==> src/rtl/spi_cmd_parser.sv <==
// Byte-stream command parser for the SPI slave receiver: frames A5,cmd,d0..d3,chk
// and drives the frequency-counter controls with registered, one-cycle status pulses.
module spi_cmd_parser #(
  parameter int unsigned TIMEOUT_CYC = 50000,
  parameter int unsigned GATE_RST    = 50000000
) (
  input  logic        clk,
  input  logic        rst_n,
  input  logic [7:0]  rx_data,
  input  logic        rx_valid,
  output logic [31:0] gate_time,
  output logic        meas_en,
  output logic        meas_start,
  output logic        cmd_ok,
  output logic        cmd_err,
  output logic [1:0]  err_code,
  output logic        busy
);

  localparam logic [2:0] S_IDLE = 3'd0;
  localparam logic [2:0] S_CMD  = 3'd1;
  localparam logic [2:0] S_DATA = 3'd2;
  localparam logic [2:0] S_CHK  = 3'd3;
  localparam logic [2:0] S_EXEC = 3'd4;

  localparam logic [7:0]  HEADER    = 8'hA5;
  localparam logic [19:0] TO_LAST   = 20'(TIMEOUT_CYC - 1);
  localparam logic [31:0] GATE_INIT = GATE_RST;

  localparam logic [1:0] ERR_CHK  = 2'b01;
  localparam logic [1:0] ERR_CMD  = 2'b10;
  localparam logic [1:0] ERR_TOUT = 2'b11;

  logic [2:0]  state_q, state_d;
  logic [1:0]  idx_q, idx_d;
  logic [19:0] to_cnt_q, to_cnt_d;
  logic [7:0]  cmd_q, cmd_d;
  logic [31:0] data_q, data_d;
  logic [7:0]  xor_q, xor_d;
  logic        chk_ok_q, chk_ok_d;

  logic [31:0] gate_q, gate_d;
  logic        en_q, en_d;
  logic        start_q, start_d;
  logic        ok_q, ok_d;
  logic        err_q, err_d;
  logic [1:0]  code_q, code_d;
  logic        busy_q, busy_d;

  logic in_frame;
  logic consume;
  logic timeout;

  assign in_frame = (state_q == S_CMD) || (state_q == S_DATA) || (state_q == S_CHK);
  assign consume  = rx_valid && (state_q != S_EXEC);
  // A byte arriving in the firing cycle wins over the timeout.
  assign timeout  = in_frame && !rx_valid && (to_cnt_q == TO_LAST);

  always_comb begin
    state_d  = state_q;
    idx_d    = idx_q;
    cmd_d    = cmd_q;
    data_d   = data_q;
    xor_d    = xor_q;
    chk_ok_d = chk_ok_q;
    gate_d   = gate_q;
    en_d     = en_q;
    code_d   = code_q;
    start_d  = 1'b0;
    ok_d     = 1'b0;
    err_d    = 1'b0;

    to_cnt_d = (consume || state_q == S_IDLE) ? '0 : to_cnt_q + 20'd1;

    case (state_q)
      S_IDLE: begin
        if (rx_valid && rx_data == HEADER) begin
          state_d = S_CMD;
          idx_d   = '0;
          cmd_d   = '0;
          data_d  = '0;
          xor_d   = '0;
        end
      end
      S_CMD: begin
        if (rx_valid) begin
          cmd_d   = rx_data;
          xor_d   = rx_data;
          idx_d   = '0;
          state_d = S_DATA;
        end
      end
      S_DATA: begin
        if (rx_valid) begin
          data_d[{idx_q, 3'b000} +: 8] = rx_data;
          xor_d = xor_q ^ rx_data;
          idx_d = idx_q + 2'd1;
          if (idx_q == 2'd3) begin
            state_d = S_CHK;
          end
        end
      end
      S_CHK: begin
        if (rx_valid) begin
          chk_ok_d = (rx_data == xor_q);
          state_d  = S_EXEC;
        end
      end
      S_EXEC: begin
        state_d = S_IDLE;
        if (!chk_ok_q) begin
          err_d  = 1'b1;
          code_d = ERR_CHK;
        end else begin
          case (cmd_q)
            8'h01: begin
              if (data_q != '0) begin
                gate_d = data_q;
                ok_d   = 1'b1;
              end else begin
                err_d  = 1'b1;
                code_d = ERR_CMD;
              end
            end
            8'h02: begin
              en_d = data_q[0];
              ok_d = 1'b1;
            end
            8'h03: begin
              start_d = 1'b1;
              ok_d    = 1'b1;
            end
            default: begin
              err_d  = 1'b1;
              code_d = ERR_CMD;
            end
          endcase
        end
      end
      default: state_d = S_IDLE;
    endcase

    if (timeout) begin
      state_d = S_IDLE;
      idx_d   = '0;
      cmd_d   = '0;
      data_d  = '0;
      xor_d   = '0;
      err_d   = 1'b1;
      code_d  = ERR_TOUT;
    end

    busy_d = (state_d != S_IDLE);
  end

  always_ff @(posedge clk or negedge rst_n) begin
    if (!rst_n) begin
      state_q  <= S_IDLE;
      idx_q    <= '0;
      to_cnt_q <= '0;
      cmd_q    <= '0;
      data_q   <= '0;
      xor_q    <= '0;
      chk_ok_q <= 1'b0;
      gate_q   <= GATE_INIT;
      en_q     <= 1'b0;
      start_q  <= 1'b0;
      ok_q     <= 1'b0;
      err_q    <= 1'b0;
      code_q   <= '0;
      busy_q   <= 1'b0;
    end else begin
      state_q  <= state_d;
      idx_q    <= idx_d;
      to_cnt_q <= to_cnt_d;
      cmd_q    <= cmd_d;
      data_q   <= data_d;
      xor_q    <= xor_d;
      chk_ok_q <= chk_ok_d;
      gate_q   <= gate_d;
      en_q     <= en_d;
      start_q  <= start_d;
      ok_q     <= ok_d;
      err_q    <= err_d;
      code_q   <= code_d;
      busy_q   <= busy_d;
    end
  end

  assign gate_time  = gate_q;
  assign meas_en    = en_q;
  assign meas_start = start_q;
  assign cmd_ok     = ok_q;
  assign cmd_err    = err_q;
  assign err_code   = code_q;
  assign busy       = busy_q;

endmodule

==> config.mk <==
export PLATFORM = sky130hd
export DESIGN_NAME = spi_cmd_parser
export DESIGN_NICKNAME = d
export VERILOG_FILES = /design/src/rtl/spi_cmd_parser.sv
export SDC_FILE = /design/constraint.sdc
export NUM_CORES = 1
export LEC_CHECK = 0
export CAP_MARGIN = 20
export CELL_PAD_IN_SITES_DETAIL_PLACEMENT = 0
export CELL_PAD_IN_SITES_GLOBAL_PLACEMENT = 1
export CORE_UTILIZATION = 39
export CTS_BUF_LIST = sky130_fd_sc_hd__clkbuf_8
export DETAILED_ROUTE_END_ITERATION = 8
export MAX_ROUTING_LAYER = met4
export PLACE_DENSITY_LB_ADDON = 0.3
export SLEW_MARGIN = 5
export SYNTH_ARGS = -nofsm -noshare
export SYNTH_HDL_FRONTEND = slang
export SYNTH_SLANG_ARGS = --single-unit
==> constraint.sdc <==
create_clock -name clk -period 3.6 [get_ports clk]
set_clock_uncertainty 0.05 [all_clocks]
set_input_delay 0.72 -clock clk [delete_from_list [all_inputs] [get_ports clk]]
set_output_delay 0.72 -clock clk [all_outputs]
set_load 0.03 [all_outputs]
==> metrics.cfg <==
[run_status]
outcome = finished clean

[routing]
drc_errors = 0
viasPerCell = 5.10
wl_per_cell_um = 16.4
drtPass1Iterations = 4
dr.first_iter.drc_count = 230
num_vias = 3833
totalWireLength_mm = 12.3
ant_nets = 0

[clock_network]
clock-sinks = 113
clock_latency_ns = 0.44
clk_path_buf_depth = 2
htreeDepth = 4
cts_made_buffers = 17
cts_resized = 0
holdBufCountCts = 0
postCtsSetupBuffers = 0
clkTransAtPathRegs_ns = 0.07
clock-root-buffer = clkbuf_8
tritoncts = yes

[timing]
tightest_slew_ns = 1.01
period_needed_ns = 2.91
holdWs_ns = 0.207
max_slew_margin_pct = 32.4
drv_slew = 0
fin_crit_sh_pct = 80.9
max_freq_ghz = 0.343
setup_ws_ns = 0.688
setup_viol = 0
rsz0062_at_grt = false
hold_viol = 0
tns_ns = 0

[flow_run]
cap_violations = 0

[layout]
regArea_sq_um = 2840
final_common_cell = dfrtp_1
diodes = 0
layout-drive-gt1-share_pct = 21.2
final_cell_mix = 101 x dfrtp_1, 48 x clkdlybuf4s50_1, 44 x nand2_1
nFillCells = 1298
nets = 575
area_delta_synth_final_pct = 19.0
multi_input_area_sq_um = 2500
utilization_pct = 47.9

[floorplan]
start_util_pct = 40.3
rows = 43
core_sq_um = 14000
ios = 50
die_width_um = 122
fp.dieArea_sq_um = 14900
die_y_um = 122

[global_routing]
grt.total_usage_pct = 18.6
grt_pass1_vias = 3816
grt.met3_usage_pct = 4.92
grt_overflow = 0
antenna_found_initial = 0
busiest_layer = met2
use_met1_pct = 23.8
met2_usage_pct = 28.3
grt_pass1_wl_mm = 20.2
grt_max_degree = 73

[worst_setup_path]
cp.arrival_ns = 3.18
rrSetupSlack_ns = 0.69
crit_required_ns = 3.87
end_kind = flip-flop
rr_endpoint = gate_time[31]$_DFFE_PN0P_
r2r-start = state_q[1]$_DFF_PN0_
startpoint = state_q[1]$_DFF_PN0_
reg2reg_depth = 5
cp-start-kind = flip-flop
crit_fanout = 32
crit_type = flip-flop to flip-flop

[pwr]
p_seq_share_pct = 42.2
p_total_w = 0.00367
swShare_pct = 34.3
powerDensity_nw_per_um2 = 547
peakVddDrop_uv = 319
leakage_nw = 3.12
comb_power_share_pct = 26.8
switching_power_w = 0.00126
pwr-share-clk_pct = 30.9
power.internal_w = 0.00241

[yosys]
ys.flop_type = dfrtp_1
synth_area_sq_um = 5630
yosys_warnings = 0
synth_nets = 513
yosys.area_share.simple_pct = 16.9
synth_seq_cells = 113
synth_mux_area_share_pct = 16.4
async_reset_ff_share_pct = 100
synthXorXnorAreaFrac_pct = 4.04
synth_cell_types = 50
synth.avg_cell_area_sq_um = 11.3
synthAdderAreaFrac_pct = 1.11
synth_edf_count = 0
synth_compound_area_share_pct = 5.89
synth_top_family_by_area = simple AND/OR/NAND/NOR gates
ys_seq_area_share_pct = 50.5
synth_cells = 497

[placed_design]
dp_slack_ns = 0.628
hpwlAfterDp_mm = 8.62
place.gp.congestion = 0.824
portBuffers = 49

[worst_hold_path]
hp-class = primary input to async pin

==> cells by family after synthesis <==
group / count (synthesis)
and+or+nand+nor: 175
DFF: 113
muxes: 75
buffers and inverters: 56
AOI/OAI and AO/OA: 47
xor gates and xnor gates: 26
adders and majority gates: 5
==> metal layers <==
metal | wire [um] | vias to the layer above | share of wire, %
met5 | 0 | - | 0
met4 | 188 | 0 | 1.5
met3 | 410 | 12 | 3.3
met2 | 5830 | 67 | 47
met1 | 5910 | 1883 | 48
li1 | - | 1871 | -
==> metrics by stage <==
step                instances  area [sq um]
floorplan                 497          5630
finish                    752          6710
global route              752          6710
CTS                       751          6700
global placement          719          6310
detailed placement        719          6310
==> power by group through the flow <==
| stage | clock network (W) | registers (W) | logic [W] |
|---|---|---|---|
| 2_1_floorplan | 0 | 0.00152 | 0.000739 |
| 5_1_grt | 0.00123 | 0.00157 | 0.00109 |
| 4_1_cts | 0.00117 | 0.00155 | 0.000976 |
| 3_5_place_dp | 0 | 0.00157 | 0.000970 |
| 3_3_place_gp | 0 | 0.00156 | 0.000960 |
| 6_report | 0.00113 | 0.00155 | 0.000984 |
==> worst max-delay path by stage <==
stage                                           end  slack, ns  cells after the start
after floorplan                xor_q[0]$_DFFE_PN0P_       1.35                      6
after global placement         cmd_q[6]$_DFFE_PN0P_       0.67                      6
after detailed placement       xor_q[4]$_DFFE_PN0P_       0.63                      6
after CTS                 gate_time[31]$_DFFE_PN0P_       0.70                      5
after global routing       gate_time[1]$_DFFE_PN0P_       0.56                      5
final                     gate_time[31]$_DFFE_PN0P_       0.69                      5
==> sequential cells by signal (all words and copies together), names as in the netlist <==
name and cells:
data_q 32, gate_time 32, to_cnt_q 20, cmd_q 8, xor_q 8, state_q 3, err_code 2, idx_q 2
busy 1, chk_ok_q 1, cmd_err 1, cmd_ok 1, meas_en 1, meas_start 1
==> worst max-delay path: stages, from the launching register on <==
cell,delay (ns)
dfrtp_1,0.64
nor2_8,0.28
and2_4,0.19
nand2_2,0.09
or4_2,1.04
mux2_4,0.47
==> layout make-up <==
type / count / area share (%)
Sequential cell: 113 / 42.4
Multi-Input combinational cell: 328 / 37.4
Timing Repair Buffer: 65 / 9.26
Clock buffer: 20 / 4.11
Tap cell: 180 / 3.36
Inverter: 34 / 1.90
Clock inverter: 12 / 1.62
==> synthesized netlist by cell type, types with 2 or more instances <==
master	number	share of area, %
dfrtp_1	101	45
nand2_1	44	2.9
inv_1	34	2.3
mux2_4	30	8.0
mux2i_1	28	5.0
nor2_1	28	1.9
nor4_1	21	2.3
a21oi_1	20	1.8
and3_1	19	2.1
nand3_1	18	1.6
xor2_1	17	2.6
mux2_2	13	2.6
dfstp_2	12	5.6
xnor2_1	9	1.4
a221o_1	8	1.4
clkbuf_1	8	0.53
nor2b_1	8	0.89
buf_6	7	1.4
nand4_1	7	0.78
nor3_1	7	0.62
o21ai_0	6	0.53
ha_1	5	1.1
o21ai_2	5	0.78
mux2_1	4	0.80
a211oi_1	3	0.40
buf_4	3	0.40
nor3b_1	3	0.40
or3_1	3	0.33
and2_4	2	0.31
buf_1	2	0.13
o31ai_1	2	0.27
or2_2	2	0.22
(Power assumes the default switching activity.)
